--- src/rtl/autoplay_pkg.sv ---
`default_nettype none
// ============================================================================
// Module   : autoplay_pkg
// Purpose  : Shared types and helpers for the ROM-driven auto-player.
//            - state_t : sequencer state encoding
//            - note_lsb / dur_lsb : bit offsets of the fields in a
//              {dur, note} ROM entry
// Revision : 1.0 - initial release
// ============================================================================
package autoplay_pkg;

    typedef enum logic [2:0] {
        ST_IDLE  = 3'd0,
        ST_FETCH = 3'd1,
        ST_LATCH = 3'd2,
        ST_WAIT  = 3'd3,
        ST_SEND  = 3'd4
    } state_t;

    // The note code occupies the low bits of an entry.
    function automatic int note_lsb();
        return 0;
    endfunction

    // The duration sits directly above the note code.
    function automatic int dur_lsb(input int msg_w);
        return msg_w;
    endfunction

endpackage : autoplay_pkg
`default_nettype wire

--- src/rtl/autoplay_if.sv ---
`default_nettype none
// ============================================================================
// Module   : autoplay_if
// Purpose  : Song-ROM read port and note-message output bus of the player.
//            rom_addr  : entry address (player -> ROM)
//            rom_data  : {dur, note}, valid one cycle after rom_addr
//            msg_valid : note message available (player -> consumer)
//            msg_ready : consumer accepts the message
//            msg       : note code
//            master = player side, slave = ROM / consumer side.
// Revision : 1.0 - initial release
// ============================================================================
interface autoplay_if #(
    parameter int MSG_W  = 8,
    parameter int DUR_W  = 8,
    parameter int ADDR_W = 11
) ();

    logic [ADDR_W-1:0]      rom_addr;
    logic [DUR_W+MSG_W-1:0] rom_data;
    logic                   msg_valid;
    logic                   msg_ready;
    logic [MSG_W-1:0]       msg;

    modport master (
        output rom_addr,
        input  rom_data,
        output msg_valid,
        input  msg_ready,
        output msg
    );

    modport slave (
        input  rom_addr,
        output rom_data,
        input  msg_valid,
        output msg_ready,
        input  msg
    );

endinterface : autoplay_if
`default_nettype wire

--- src/rtl/autoplay_timer.sv ---
`default_nettype none
// ============================================================================
// Module   : autoplay_timer
// Purpose  : Per-entry delay timer. Loads a target, counts qualified ticks
//            (tick high, pause low, enabled) and flags cnt >= target.
// Ports    : clk_play, rst (async, active-high)
//            load_i    : load target_i and clear the count
//            target_i  : delay in ticks
//            en_i      : counting window (sequencer waiting)
//            tick_i    : 1 kHz enable
//            pause_i   : freeze counting; ticks seen while paused are lost
//            reached_o : count has reached the target
// Revision : 1.0 - initial release
// ============================================================================
module autoplay_timer #(
    parameter int CNT_W = 16
) (
    input  wire logic             clk_play,
    input  wire logic             rst,
    input  wire logic             load_i,
    input  wire logic [CNT_W-1:0] target_i,
    input  wire logic             en_i,
    input  wire logic             tick_i,
    input  wire logic             pause_i,
    output logic                  reached_o
);

    logic [CNT_W-1:0] cnt_q, cnt_d;
    logic [CNT_W-1:0] target_q, target_d;

    assign reached_o = (cnt_q >= target_q);

    // Counting stops once the target is reached, so cnt never passes target
    // and the counter cannot wrap.
    always_comb begin
        cnt_d    = cnt_q;
        target_d = target_q;
        if (load_i) begin
            target_d = target_i;
            cnt_d    = '0;
        end else if (en_i && tick_i && !pause_i && !reached_o) begin
            cnt_d = cnt_q + CNT_W'(1);
        end
    end

    always_ff @(posedge clk_play or posedge rst) begin
        if (rst) begin
            cnt_q    <= '0;
            target_q <= '0;
        end else begin
            cnt_q    <= cnt_d;
            target_q <= target_d;
        end
    end

endmodule : autoplay_timer
`default_nettype wire

--- src/rtl/autoplay_seq.sv ---
`default_nettype none
// ============================================================================
// Module   : autoplay_seq
// Purpose  : Steps through a song in an external synchronous ROM and emits
//            one note message per entry after a delay of dur*tempo ms ticks.
//            Supports start/stop, pause, loop or one-shot playback.
// Ports    : clk_play, rst (async, active-high)
//            tick_i    : 1 kHz single-cycle enable
//            start_i   : begin playback from index 0 (idle only)
//            stop_i    : abort playback, drop any pending message
//            pause_i   : freeze delay counting while high
//            loop_en_i : wrap at end of song instead of finishing
//            tempo_i   : ms per duration unit, sampled per entry
//            bus       : ROM read port and message handshake (master)
//            busy_o    : high in any state except idle
//            done_o    : one-cycle pulse at the end of a one-shot song
// Revision : 1.0 - initial release
// ============================================================================
module autoplay_seq
    import autoplay_pkg::*;
#(
    parameter int MSG_W    = 8,
    parameter int DUR_W    = 8,
    parameter int TEMPO_W  = 8,
    parameter int ADDR_W   = 11,
    parameter int SONG_LEN = 1394
) (
    input  wire logic               clk_play,
    input  wire logic               rst,
    input  wire logic               tick_i,
    input  wire logic               start_i,
    input  wire logic               stop_i,
    input  wire logic               pause_i,
    input  wire logic               loop_en_i,
    input  wire logic [TEMPO_W-1:0] tempo_i,
    autoplay_if.master              bus,
    output logic                    busy_o,
    output logic                    done_o
);

    localparam int                CNT_W    = DUR_W + TEMPO_W;
    localparam int                NOTE_LSB = note_lsb();
    localparam int                DUR_LSB  = dur_lsb(MSG_W);
    localparam logic [ADDR_W-1:0] LAST_IDX = ADDR_W'(SONG_LEN - 1);

    state_t            state_q;
    logic [ADDR_W-1:0] idx_q;
    logic [MSG_W-1:0]  note_q;
    logic [MSG_W-1:0]  msg_q;
    logic              valid_q;
    logic              done_q;

    logic [DUR_W-1:0]  w_dur;
    logic [MSG_W-1:0]  w_note;
    logic [CNT_W-1:0]  w_target;
    logic              w_reached;

    assign w_dur  = bus.rom_data[DUR_LSB +: DUR_W];
    assign w_note = bus.rom_data[NOTE_LSB +: MSG_W];

    // Both operands are widened to the full product width so dur*tempo
    // is never truncated.
    assign w_target = {{TEMPO_W{1'b0}}, w_dur} * {{DUR_W{1'b0}}, tempo_i};

    autoplay_timer #(
        .CNT_W (CNT_W)
    ) u_timer (
        .clk_play  (clk_play),
        .rst       (rst),
        .load_i    (state_q == ST_LATCH),
        .target_i  (w_target),
        .en_i      (state_q == ST_WAIT),
        .tick_i    (tick_i),
        .pause_i   (pause_i),
        .reached_o (w_reached)
    );

    always_ff @(posedge clk_play or posedge rst) begin
        if (rst) begin
            state_q <= ST_IDLE;
            idx_q   <= '0;
            note_q  <= '0;
            msg_q   <= '0;
            valid_q <= 1'b0;
            done_q  <= 1'b0;
        end else if (stop_i) begin
            // Stop wins over start and over a handshake completing in the
            // same cycle; the pending message is dropped silently.
            state_q <= ST_IDLE;
            idx_q   <= '0;
            valid_q <= 1'b0;
            done_q  <= 1'b0;
        end else begin
            done_q <= 1'b0;
            case (state_q)
                ST_IDLE: begin
                    if (start_i) begin
                        idx_q   <= '0;
                        state_q <= ST_FETCH;
                    end
                end
                ST_FETCH: begin
                    state_q <= ST_LATCH;
                end
                ST_LATCH: begin
                    note_q  <= w_note;
                    state_q <= ST_WAIT;
                end
                ST_WAIT: begin
                    if (w_reached) begin
                        msg_q   <= note_q;
                        valid_q <= 1'b1;
                        state_q <= ST_SEND;
                    end
                end
                ST_SEND: begin
                    // valid_q is always high in this state.
                    if (bus.msg_ready) begin
                        valid_q <= 1'b0;
                        if (idx_q == LAST_IDX) begin
                            idx_q <= '0;
                            if (loop_en_i) begin
                                state_q <= ST_FETCH;
                            end else begin
                                state_q <= ST_IDLE;
                                done_q  <= 1'b1;
                            end
                        end else begin
                            idx_q   <= idx_q + ADDR_W'(1);
                            state_q <= ST_FETCH;
                        end
                    end
                end
                default: begin
                    state_q <= ST_IDLE;
                end
            endcase
        end
    end

    assign bus.rom_addr  = idx_q;
    assign bus.msg_valid = valid_q;
    assign bus.msg       = msg_q;
    assign busy_o        = (state_q != ST_IDLE);
    assign done_o        = done_q;

endmodule : autoplay_seq
`default_nettype wire

--- src/flat_wrapper.sv ---
// flat-port wrapper written by rule: the top's interface ports become plain ports
module autoplay_seq_flat import autoplay_pkg::*;
#(
    parameter int MSG_W    = 8,
    parameter int DUR_W    = 8,
    parameter int TEMPO_W  = 8,
    parameter int ADDR_W   = 11,
    parameter int SONG_LEN = 1394
)
  (clk_play, rst, tick_i, start_i, stop_i, pause_i, loop_en_i, tempo_i, busy_o, done_o, bus_rom_addr, bus_rom_data, bus_msg_valid, bus_msg_ready, bus_msg);
  autoplay_if #(.MSG_W(MSG_W), .DUR_W(DUR_W), .ADDR_W(ADDR_W)) bus_i ();
  input  wire logic clk_play;
  input  wire logic rst;
  input  wire logic tick_i;
  input  wire logic start_i;
  input  wire logic stop_i;
  input  wire logic pause_i;
  input  wire logic loop_en_i;
  input  wire logic [TEMPO_W-1:0] tempo_i;
  output logic busy_o;
  output logic done_o;
  output wire logic [$bits(bus_i.rom_addr)-1:0] bus_rom_addr;
  input wire logic [$bits(bus_i.rom_data)-1:0] bus_rom_data;
  output wire logic [$bits(bus_i.msg_valid)-1:0] bus_msg_valid;
  input wire logic [$bits(bus_i.msg_ready)-1:0] bus_msg_ready;
  output wire logic [$bits(bus_i.msg)-1:0] bus_msg;
  assign bus_rom_addr = bus_i.rom_addr;
  assign bus_i.rom_data = bus_rom_data;
  assign bus_msg_valid = bus_i.msg_valid;
  assign bus_i.msg_ready = bus_msg_ready;
  assign bus_msg = bus_i.msg;
  autoplay_seq #(.MSG_W(MSG_W), .DUR_W(DUR_W), .TEMPO_W(TEMPO_W), .ADDR_W(ADDR_W), .SONG_LEN(SONG_LEN)) u_core (.clk_play(clk_play), .rst(rst), .tick_i(tick_i), .start_i(start_i), .stop_i(stop_i), .pause_i(pause_i), .loop_en_i(loop_en_i), .tempo_i(tempo_i), .bus(bus_i), .busy_o(busy_o), .done_o(done_o));
endmodule
--- config.mk ---
export PLATFORM = sky130hd
export DESIGN_NAME = autoplay_seq_flat
export DESIGN_NICKNAME = d
export VERILOG_FILES = /design/src/rtl/autoplay_pkg.sv /design/src/rtl/autoplay_if.sv /design/src/rtl/autoplay_timer.sv /design/src/rtl/autoplay_seq.sv /design/src/flat_wrapper.sv
export SDC_FILE = /design/constraint.sdc
export NUM_CORES = 1
export LEC_CHECK = 0
export BUFFER_PORTS_ARGS = -buffer_cell sky130_fd_sc_hd__buf_2
export CAP_MARGIN = 10
export CORE_ASPECT_RATIO = 0.5
export CORE_UTILIZATION = 45
export CTS_CLUSTER_DIAMETER = 120
export DETAILED_ROUTE_END_ITERATION = 7
export GPL_ROUTABILITY_DRIVEN = 0
export PLACE_DENSITY = 0.71
export SYNTH_ARGS = -nofsm -noshare
export SYNTH_HDL_FRONTEND = slang
export SYNTH_SLANG_ARGS = --single-unit
--- constraint.sdc ---
create_clock -name clk_play -period 5.7 [get_ports clk_play]
set_input_delay 0.285 -clock clk_play [delete_from_list [all_inputs] [get_ports clk_play]]
set_output_delay 0.285 -clock clk_play [all_outputs]
set_load 0.01 [all_outputs]
After elaboration in Yosys (flattened, before gate mapping) --
Index checks and enable logic that the tools add are counted.
Word-level totals: memories kept 0, RAM bits 0, latch bits 0, register bits after elaboration 64, input port bits 32, output and inout bits 22, bits in read-only memories 0, logic and storage cells 59
Cells by class: equality and inequality tests 8, muxes and demuxes 23, shift-type cells 0, reductions and logical operators 15, multipliers 1, div/mod/pow operators 0, add/sub/neg operators 2, bitwise logic cells 1, magnitude comparators 1
Operator list (count):
- $mux 11 | 4
- $mux 16 | 2
- $pmux 11 s2 | 1
- $add 16x1->16 const B | 1
- $ge 16x16->1 | 1
- $mul 8x8->16 | 1
- $pmux 3 s5 | 1
- $mux 3 | 4
- $reduce_and 3->1 | 4
- $add 11x1->11 const B | 1
- $eq 11x11->1 const B | 1
- $mux 1 | 10
- $reduce_bool 3->1 | 3
- $eq 3x2->1 const B | 2
- $ne 3x3->1 const B | 2
- $eq 3x1->1 const B | 1
- $eq 3x3->1 const B | 1
- $logic_and 1x1->1 | 3
- $logic_not 3->1 | 1
- $ne 3x2->1 const B | 1
- $logic_not 1->1 | 2
- $pmux 1 s2 | 1
- $reduce_and 2->1 | 1
- $reduce_bool 2->1 | 1
- $not 1->1 | 1

Longest topological paths before layout --
depth in word-level cells 6, gate-level depth with buffers 16, gate-level depth less buffers 16

By module --
From an unflattened synthesis, not the netlist that was laid out.
Second synthesis, totals: cells, all modules 599, area, all modules 5557.8 um^2
Modules (own cells, without submodules):
- autoplay_seq | area an instance 3686.0 um^2, times used 1, cells each 393, seq. area each 800.8 um^2
- autoplay_timer | area an instance 1871.8 um^2, times used 1, cells each 206, seq. area each 800.8 um^2

Least setup slack after synthesis --
Ideal clock, no wire load.
path type input port to flip-flop, start input tempo_i[4], end register u_core.u_timer.target_q[12], required time 5580 ps, buffers on the path 0, path slack 1781 ps, setup time 120 ps, arrival 3799 ps, stages 14, path through and2_1 -> fa_1 -> fa_1 -> inv_1 -> fa_1 -> fa_1 -> inv_1 -> ha_1 -> o21ai_0 -> nor2_1 -> o31ai_1 -> a211o_1 -> nand3_1 -> a31o_2
On the way: cells in the longest elaborated chain, start to end 1
RTL lines:
- start, declared | RTL line flat_wrapper.sv:19 | input wire logic [TEMPO_W-1:0] tempo_i;
- $mul 8x8->16 | RTL line autoplay_seq.sv:63 | assign w_target = {{TEMPO_W{1'b0}}, w_dur} * {{DUR_W{1'b0}}, tempo_i};
- end signal, assigned | RTL line autoplay_timer.sv:52 | target_q <= target_d;
- end, declared | RTL line autoplay_timer.sv:29 | logic [CNT_W-1:0] target_q, target_d;
No other way between the ends. A chain may end at the register's enable or synchronous reset.

Final worst setup path --
Ends and elaborated chain as after synthesis.

==> flow_metrics.py <==
metrics = {
    "outcome": {
        "status": "completed",
    },
    "run": {
        "maxCapViolations": 0,
    },
    "floorplan": {
        "fp.dieW_um": 158,
        "die_h_um": 79.9,
        "dieArea_mm2": 0.0126,
        "coreArea_mm2": 0.0118,
        "initial_core_util_pct": 46.3,
        "std_cell_rows": 28,
        "pin_count": 54,
    },
    "placed_design": {
        "pre_cts_ws_ns": 1.34,
        "port-buffer-count": 53,
        "dp_cells": 791,
        "post-dp-hpwl_mm": 8.42,
    },
    "clock_tree": {
        "cts_inserted_buffers": 9,
        "cts-root-buf": "clkbuf_16",
        "htree_levels": 3,
        "clk_path_buf_depth": 2,
        "cts_sinks": 64,
        "cts_resized": 0,
        "cts_tree": "yes",
        "cts_hold_buf": 0,
        "cts.clk_slew.worst_paths_ns": 0.05,
        "worstSkewPairLatency_ns": 0.33,
        "cts_setup_buffers": 0,
    },
    "power_and_ir_drop": {
        "worst_ir_drop_vdd_uv": 135,
        "p_leak_uw": 0.00313,
        "pwr-share-clk_pct": 30.9,
        "switching_share_pct": 34.0,
        "power_density_mw_per_mm2": 318,
        "pwr-share-seq_pct": 29.2,
        "p_switching_uw": 674,
        "internal_power_uw": 1310,
        "comb_power_share_pct": 39.9,
    },
    "layout": {
        "n_fill_cell": 1098,
        "drive_gt1_share_pct": 15.4,
        "syn2layout_area_growth_pct": 14.0,
        "n_antenna_cell": 0,
        "nNetsFinal": 760,
        "fin_cells": 806,
        "multi_input_area_mm2": 0.00352,
        "regArea_mm2": 0.00160,
    },
    "critical_path": {
        "cp_max_fo": 8,
        "crit_path_start_kind": "input pin",
        "cp_slowest_cell": "fa_1",
        "worst-path-buf-inv": 3,
        "endpoint_kind": "flip-flop",
        "cp_top_family": "adder cells",
        "path_cells": "buf_2 > and2_1 > fa_1 > fa_1 > inv_1 > fa_1 > fa_1 > inv_1 > ha_1 > o21ai_0 > nor2_1 > o31ai_1 > a211o_1 > nand3_1 > a31o_2",
        "max_stage_delay_ns": 0.54,
        "critPathMostFrequentCell": "fa_1",
        "cp.required_ns": 5.91,
        "cp.arrival_ns": 4.22,
        "critPathKind": "input pin to flip-flop",
    },
    "sta": {
        "worst_slack_ns": 1.70,
        "finalHoldViolCount": 0,
        "min_period_over_period_pct": 70.3,
        "maxSlewHeadroom_pct": 38.7,
        "worst_pin_slew_ns": 0.919,
        "rsz0062_at_grt": "no",
        "finalClockSkew_ns": 0.00769,
        "max_freq_mhz": 250,
        "slew_viol_final": 0,
        "period_minus_slack_ns": 4.00,
        "fin_setup_tns_ns": 0,
        "setup_viol": 0,
        "whs_ns": 0.139,
    },
    "yosys": {
        "synth_top_area_share_pct": 29.3,
        "netlist_instances": 584,
        "yosysWarnings": 0,
        "seq_area_frac_synth_pct": 29.3,
        "synth_top_cell_by_area": "dfrtp_1",
        "synthFlopType": "dfrtp_1",
        "synth_area_mm2": 0.00546,
        "synth_seq_cells": 64,
        "syn_nets": 707,
        "synth_edf_count": 0,
        "ys_types": 56,
        "synth.most_common_cell": "inv_1",
        "synthTopCellsByCount": "inv_1 (74), dfrtp_1 (64), nand2_1 (56), and2_1 (55), ha_1 (55)",
        "avgSynthCellArea_um2": 9.36,
        "synth_area_leaders": "dfrtp_1 (29%), fa_1 (13%), ha_1 (13%)",
        "synthArstFlopShare_pct": 100,
    },
    "global_route": {
        "grtUsageTotal_pct": 18.2,
        "grt_max_degree": 65,
        "grt_antenna_before_repair": 0,
        "grt_pass1_vias": 3930,
        "grt.overflow.total": 0,
        "grt_pass1_wl_mm": 18.3,
    },
    "routing": {
        "firstDrtPassIters": 5,
        "antenna_left": 0,
        "wl_per_cell_um": 13.6,
        "drc": 0,
        "vias": 4199,
        "via_per_inst": 5.21,
        "wirelength_mm": 10.9,
        "drtIter0Drc": 211,
    },
    "hold_path": {
        "hold_path.class": "input pin to flip-flop",
    },
}
## metal layers
layer	global-route usage, %	part of all wire [%]	up-vias
met2	28.8	43	104
met5	0	0	-
met3	4.07	4.6	15
li1	-	-	2111
met4	4.85	1.3	0
met1	25.0	51	1969
## per-stage QoR
step | util, % | cell area, um^2 | total power, uW
after global placement | 49.9 | 5890 | 1340
after floorplan | - | 5460 | 1190
after CTS | 52.8 | 6230 | 2000
after detailed placement | 49.9 | 5890 | 1380
final | 52.8 | 6230 | 1980
after global routing | 52.8 | 6230 | 2150
## cells in the final DEF, fill, tap and decap left out, types with 9 or more instances in the layout
master and count:
clkbuf_16 9, a21o_1 9, nor2_1 19, nand2_1 56, mux2_2 17, buf_2 53
fa_1 36, o31ai_1 16, o21ai_0 35, ha_1 55, and2_1 55, nand3_1 21
a21oi_1 25, inv_1 73, dfrtp_1 64, or4_1 9
## sequential cells by signal, summed over array words and instances, names as in the netlist
register / cells
u_core.bus.msg_valid: 1
u_core.state_q: 3
u_core.u_timer.target_q: 16
u_core.u_timer.cnt_q: 16
u_core.note_q: 8
u_core.bus.rom_addr: 11
u_core.bus.msg: 8
u_core.done_o: 1
## path summary, 6_finish.rpt
kind	end	slack (ns)	startpoint	depth (start not counted)
setup / recovery	u_core.u_timer.target_q[12]	1.70	tempo_i[4]	15
hold / removal	u_core.done_o	0.14	loop_en_i	2
setup reg to reg	u_core.bus.msg[5]	2.74	u_core.u_timer.cnt_q[7]	7
hold reg to reg	u_core.u_timer.target_q[0]	0.47	u_core.u_timer.target_q[0]	2
max in group asynchronous	u_core.u_timer.target_q[7]	4.96	rst	3
min in group asynchronous	u_core.bus.msg[2]	0.17	rst	3
## cell type report
class	instances	area share (%)
Timing Repair Buffer	55	4.50
Clock inverter	2	0.964
Multi-Input combinational cell	433	56.6
Inverter	74	4.46
Tap cell	165	3.31
Clock buffer	13	4.50
Sequential cell	64	25.7
## cells by family (layout without fill, tap and decap cells)
family | after synthesis | after routing | share of synthesized area [%]
buffers and inverters | 87 | 144 | 6.30
XOR/XNOR | 8 | 8 | 1.28
AND/OR/NAND/NOR | 204 | 204 | 20.6
adder cells (fa/ha/maj) | 91 | 91 | 25.8
flip-flops | 64 | 64 | 29.3
AO/OA/AOI/OAI | 111 | 111 | 12.8
multiplexers | 19 | 19 | 3.87
## power groups by stage
stage | clock [uW] | sequential, uW | combinational (uW)
2_1_floorplan | 0 | 576 | 616
3_3_place_gp | 0 | 583 | 759
3_5_place_dp | 0 | 587 | 789
4_1_cts | 627 | 579 | 797
5_1_grt | 646 | 588 | 919
6_report | 611 | 578 | 791
## worst reg2reg max path, delay by kind of cell (launching register included)
| family | cells | cell delay (ns) |
|---|---|---|
| adders and majority gates | 1 | 0.35 |
| DFF | 1 | 0.43 |
| and+or+nand+nor | 1 | 0.19 |
| muxes | 1 | 0.40 |
| AOI/OAI and AO/OA | 4 | 1.47 |
Power figures use the tool's default switching activity.
